**config.mk**
```make
export PLATFORM = sky130hd
export DESIGN_NAME = popcount_seq
export DESIGN_NICKNAME = d
export VERILOG_FILES = /design/src/rtl/popcount_seq.sv
export SDC_FILE = /design/constraint.sdc
export NUM_CORES = 1
export LEC_CHECK = 0
export ABC_AREA = 1
export BUFFER_PORTS_ARGS = -buffer_cell sky130_fd_sc_hd__buf_4
export CAP_MARGIN = 20
export CORE_ASPECT_RATIO = 0.6
export CORE_MARGIN = 2
export CORE_UTILIZATION = 45
export CTS_BUF_LIST = sky130_fd_sc_hd__clkbuf_4 sky130_fd_sc_hd__clkbuf_8
export DETAILED_ROUTE_END_ITERATION = 10
export PLACE_DENSITY = 0.69
export SYNTH_ARGS = -nofsm -noshare
export SYNTH_HDL_FRONTEND = slang
export SYNTH_SLANG_ARGS = --single-unit
export TNS_END_PERCENT = 5
```
**constraint.sdc**
```tcl
create_clock -name clk -period 5.3 [get_ports clk]
set_input_delay 0.795 -clock clk [delete_from_list [all_inputs] [get_ports clk]]
set_output_delay 0.795 -clock clk [all_outputs]
set_load 0.05 [all_outputs]
```
**src/rtl/popcount_seq.sv**
```systemverilog
// popcount_seq: multi-cycle population counter with valid/ready handshakes.
// A W-bit word is accepted in IDLE, counted SLICE bits per clock in COUNT
// (ones, or zeros when mode=1), and the result is presented in DONE until
// the consumer takes it. Results can optionally be summed into a saturating
// running total.
//
// State table:
//   IDLE  | waiting for a word, in_ready=1
//   COUNT | summing one slice of the latched operand per clock
//   DONE  | count valid (out_valid=1), held until out_ready
//
// Ports:
//   clk        in   clock, rising edge
//   rst_n      in   synchronous active-low reset
//   in_valid   in   in_data/mode/acc_en valid
//   in_ready   out  block can accept a word
//   in_data    in   [W-1:0] word to count
//   mode       in   0 = count ones, 1 = count zeros
//   acc_en     in   add this word's result into acc
//   acc_clr    in   clear acc and acc_sat (any state)
//   out_valid  out  count valid
//   out_ready  in   consumer takes count
//   count      out  [NW-1:0] result for the last accepted word
//   acc        out  [AW-1:0] saturating running total
//   acc_sat    out  sticky saturation flag
module popcount_seq #(
    parameter int W     = 127,
    parameter int SLICE = 16,
    parameter int AW    = 16,
    localparam int NW   = $clog2(W + 1)
) (
    input  logic          clk,
    input  logic          rst_n,
    input  logic          in_valid,
    output logic          in_ready,
    input  logic [W-1:0]  in_data,
    input  logic          mode,
    input  logic          acc_en,
    input  logic          acc_clr,
    output logic          out_valid,
    input  logic          out_ready,
    output logic [NW-1:0] count,
    output logic [AW-1:0] acc,
    output logic          acc_sat
);

    localparam int NS = (W + SLICE - 1) / SLICE;
    localparam int PW = NS * SLICE;
    localparam int IW = (NS > 1) ? $clog2(NS) : 1;

    typedef enum logic [1:0] {IDLE, COUNT, DONE} state_t;

    state_t          state;
    logic [PW-1:0]   operand_q;
    logic            acc_en_q;
    logic [NW-1:0]   psum;
    logic [IW-1:0]   idx;

    logic [PW-1:0]   operand_d;
    logic [SLICE-1:0] slice_bits;
    logic [NW-1:0]   slice_cnt;
    logic [NW-1:0]   sum_next;
    logic            last;
    logic            upd;
    logic [AW-1:0]   acc_base;
    logic [AW-1:0]   acc_add;
    logic [AW:0]     acc_sum;

    always_comb begin
        // Padding above W stays zero in both modes, so it is never counted.
        operand_d        = '0;
        operand_d[W-1:0] = mode ? ~in_data : in_data;

        slice_bits = SLICE'(operand_q >> (int'(idx) * SLICE));
        slice_cnt  = '0;
        for (int i = 0; i < SLICE; i++) begin
            slice_cnt = slice_cnt + NW'(slice_bits[i]);
        end
        sum_next = psum + slice_cnt;
        last     = (idx == IW'(NS - 1));
        upd      = (state == COUNT) && last && acc_en_q;

        // Clear is applied before the add so a coinciding clear keeps the new count.
        acc_base = acc_clr ? '0 : acc;
        acc_add  = upd ? AW'(sum_next) : '0;
        acc_sum  = {1'b0, acc_base} + {1'b0, acc_add};
    end

    always_ff @(posedge clk) begin
        if (!rst_n) begin
            state     <= IDLE;
            in_ready  <= 1'b1;
            out_valid <= 1'b0;
            count     <= '0;
            acc       <= '0;
            acc_sat   <= 1'b0;
            operand_q <= '0;
            acc_en_q  <= 1'b0;
            psum      <= '0;
            idx       <= '0;
        end else begin
            if (acc_clr || upd) begin
                acc     <= acc_sum[AW] ? '1 : acc_sum[AW-1:0];
                acc_sat <= (acc_clr ? 1'b0 : acc_sat) | acc_sum[AW];
            end

            case (state)
                IDLE: begin
                    if (in_valid) begin
                        operand_q <= operand_d;
                        acc_en_q  <= acc_en;
                        psum      <= '0;
                        idx       <= '0;
                        in_ready  <= 1'b0;
                        state     <= COUNT;
                    end
                end
                COUNT: begin
                    if (last) begin
                        count     <= sum_next;
                        out_valid <= 1'b1;
                        state     <= DONE;
                    end else begin
                        psum <= sum_next;
                        idx  <= idx + IW'(1);
                    end
                end
                DONE: begin
                    if (out_ready) begin
                        out_valid <= 1'b0;
                        in_ready  <= 1'b1;
                        state     <= IDLE;
                    end
                end
                default: begin
                    out_valid <= 1'b0;
                    in_ready  <= 1'b1;
                    state     <= IDLE;
                end
            endcase
        end
    end

endmodule

```
==> results.yml <==
critical_path:
  cp.arrival_ns: 6.01
  critical_path_peak_fanout: 28
  start_kind: "flop"
  cp_slowest_stage_delay_ns: 0.58
  crit_slowest_cell: "fa_1"
  crit_type: "reg2reg"
  critPathCaptureType: "flop"
  cp.required_ns: 5.69
  cp_common_cell: "fa_1"
drt:
  first_iter_violations: 1011
  remaining_drc_errors: 0
  via_per_inst: 5.24
  detail-route-antenna-nets: 0
  drt-pass1-iter-count: 7
  vias: 8724
  wl_per_cell_um: 17.2
  wl_um: 28600
status:
  status: "finished, violations left"
  violations: "setup timing"
yosys:
  synth.cell_area_um2: 9280
  syn-instance-count: 1219
  syn_nets: 1383
  syn_avg_cell_area_um2: 7.62
  ys_seq_elements: 166
  yosysWarnings: 0
  ys_seq_area_share_pct: 35.8
  synth_flop_cell: "dfxtp_1"
  ys_types: 39
  synth_edf_count: 0
  synth_async_sr_flop_share_pct: 0
timing:
  setup_viol: 17
  finalCriticalPeriod_ns: 5.61
  slew_headroom_pct: 27.4
  rsz0062_at_grt: "yes"
  whs_ns: 0.454
  hold_viol: 0
  fin_ws_ns: -0.313
  max_slew.worst_pin.slew_ns: 1.09
  min_period_over_period_pct: 106
  slew_viol_final: 0
  clock_skew_ns: 0.0212
  max_freq_mhz: 178
global_routing:
  antenna_found_initial: 0
  grt_max_degree: 112
  grt-ovfl-total: 0
  grt_usage_pct: 26.1
  grt_first_pass_wirelength_um: 43500
  grt_pass1_vias: 7827
power_and_ir_drop:
  leakagePower_nw: 4.93
  ir_drop_v: 0.000259
  cellPowerDensity_nw_per_um2: 342
  p_total_w: 0.00394
placement:
  finalWeightedCongestion: 0.958
  dp_hpwl_um: 21400
  port_buffers: 159
clock_network:
  max-clock-path-buffers: 2
  clock-root-buffer: "clkbuf_8"
  h-tree-depth: 4
  clk_pin_slew_ns: 0.09
  clock_sinks: 166
  cts_tree: "done"
  clk_latency_ns: 0.47
  cts_buffers: 17
final_layout:
  multi_input_area_um2: 5190
  syn2layout_area_growth_pct: 24.1
  diodes: 0
  fillers: 1939
  regArea_um2: 3330
  drive_above_1_share_pct: 22.9
  nNetsFinal: 1543
  fin_util_pct: 57.2
floorplan:
  floorplan.initialDensity_pct: 46.1
  dieArea_um2: 21800
  die_height_um: 115
  core_area_um2: 20100
  rows: 40
  die_x_um: 189
  ios: 160
min_path:
  hold_path_class: "reg2reg"
run:
  cap_violations: 0
[final cells by class]
type                    instances  area share, %
well taps                     273           2.97
repair buffers                228           15.3
clock buffers                  20           2.34
inverters                     127           4.23
flip-flops and latches        166           28.9
multi-input cells             839           45.1
clock inverters                11           1.20
[routing by layer]
metal / wire [um] / track usage (%) / up-vias
li1: - / - / 4351
met1: 15500 / 44.1 / 4006
met2: 10300 / 32.3 / 352
met3: 2640 / 5.56 / 15
met4: 189 / 5.01 / 0
met5: 0 / 0 / -
[cell usage after synthesis (6+ instances only)]
cell type,instances,area (um^2)
dfxtp_1,166,3320
a21oi_1,140,701
inv_1,121,454
nand2_1,118,443
nor2_1,117,439
o21ai_0,111,556
a211oi_1,76,571
xnor2_1,76,666
xor2_1,59,517
clkbuf_1,50,188
nand3_1,48,240
buf_2,25,125
ha_1,17,213
fa_1,13,260
a31oi_1,10,62.6
nand2_2,7,43.8
a221oi_1,6,52.6
buf_4,6,45.0
inv_2,6,22.5
nand4_1,6,37.5
nor2_2,6,37.5
[repair_timing]
action                                  4_1_cts  5_1_grt
gates resized for setup                      16        8
endpoints found under the setup margin       17       17
endpoints found under the hold margin         0        0
hold buffers                                  0        0
gates cloned                                  1        0
buffers inserted                              2        0
pin swaps                                     3        6
[cell usage in the layout, fill, tap and decap left out, drive strengths merged]
cell type / count
a211oi: 76
a21o: 1
a21oi: 142
a221oi: 6
a22oi: 3
a31oi: 10
buf: 228
bufinv: 2
clkbuf: 20
clkinvlp: 3
dfxtp: 166
fa: 13
ha: 17
inv: 133
nand2: 126
nand3: 52
nand3b: 3
nand4: 6
nor2: 124
nor3: 2
o21a: 1
o21ai: 115
o21bai: 3
o31ai: 1
o32ai: 1
or2: 2
xnor2: 76
xor2: 59
[kinds of logic (layout without fill, tap and decap cells)]
family	count (synthesis)	count (layout)	synth area share, %
compound gates	359	359	22.1
buf+inv	215	386	9.51
fa+ha+maj	30	30	5.09
simple gates	314	315	14.7
flops	166	166	35.8
xor+xnor	135	135	12.7
[per-stage QoR]
| step | std cells | setup TNS [ns] | worst slack [ns] | instance area, um^2 |
|---|---|---|---|---|
| 2_1_floorplan | 1219 | -0.300 | -0.103 | 9380 |
| 3_3_place_gp | 1631 | -4.88 | -0.346 | 11000 |
| 3_5_place_dp | 1631 | -6.69 | -0.473 | 11000 |
| 4_1_cts | 1664 | -3.77 | -0.270 | 11500 |
| 5_1_grt | 1664 | -9.97 | -0.645 | 11500 |
| 6_report | 1664 | -4.64 | -0.313 | 11500 |
[report_power, final]
group / internal, W / switching, W / total (W)
combinational: 0.000724 / 0.000835 / 0.00156
clock: 0.000457 / 0.000501 / 0.000958
sequential: 0.00135 / 0.0000701 / 0.00142
[sequential cells by signal, indices dropped and copies added, names as in the netlist]
name       flops
acc_en_q       1
idx            3
operand_q    127
out_valid      1
acc           16
psum           7
state          2
count          7
in_ready       1
acc_sat        1
[worst max-delay path, delay by kind of cell, from the launching register on]
kind	cells	cell delay, ns
flops	1	0.42
fa+ha+maj	7	2.90
simple gates	8	0.89
xor+xnor	1	0.18
compound gates	4	0.49
buf+inv	6	0.67
[path summary, 6_finish.rpt]
path,from,endpoint,slack (ns),cells after the start
worst min-delay path,operand_q[99],operand_q[99],0.45,2
worst max register to register,idx[0],acc[11],-0.31,26
worst min register to register,operand_q[99],operand_q[99],0.45,2
worst max-delay path,idx[0],acc[11],-0.31,26
No activity file was read; power rests on OpenSTA's default activity.
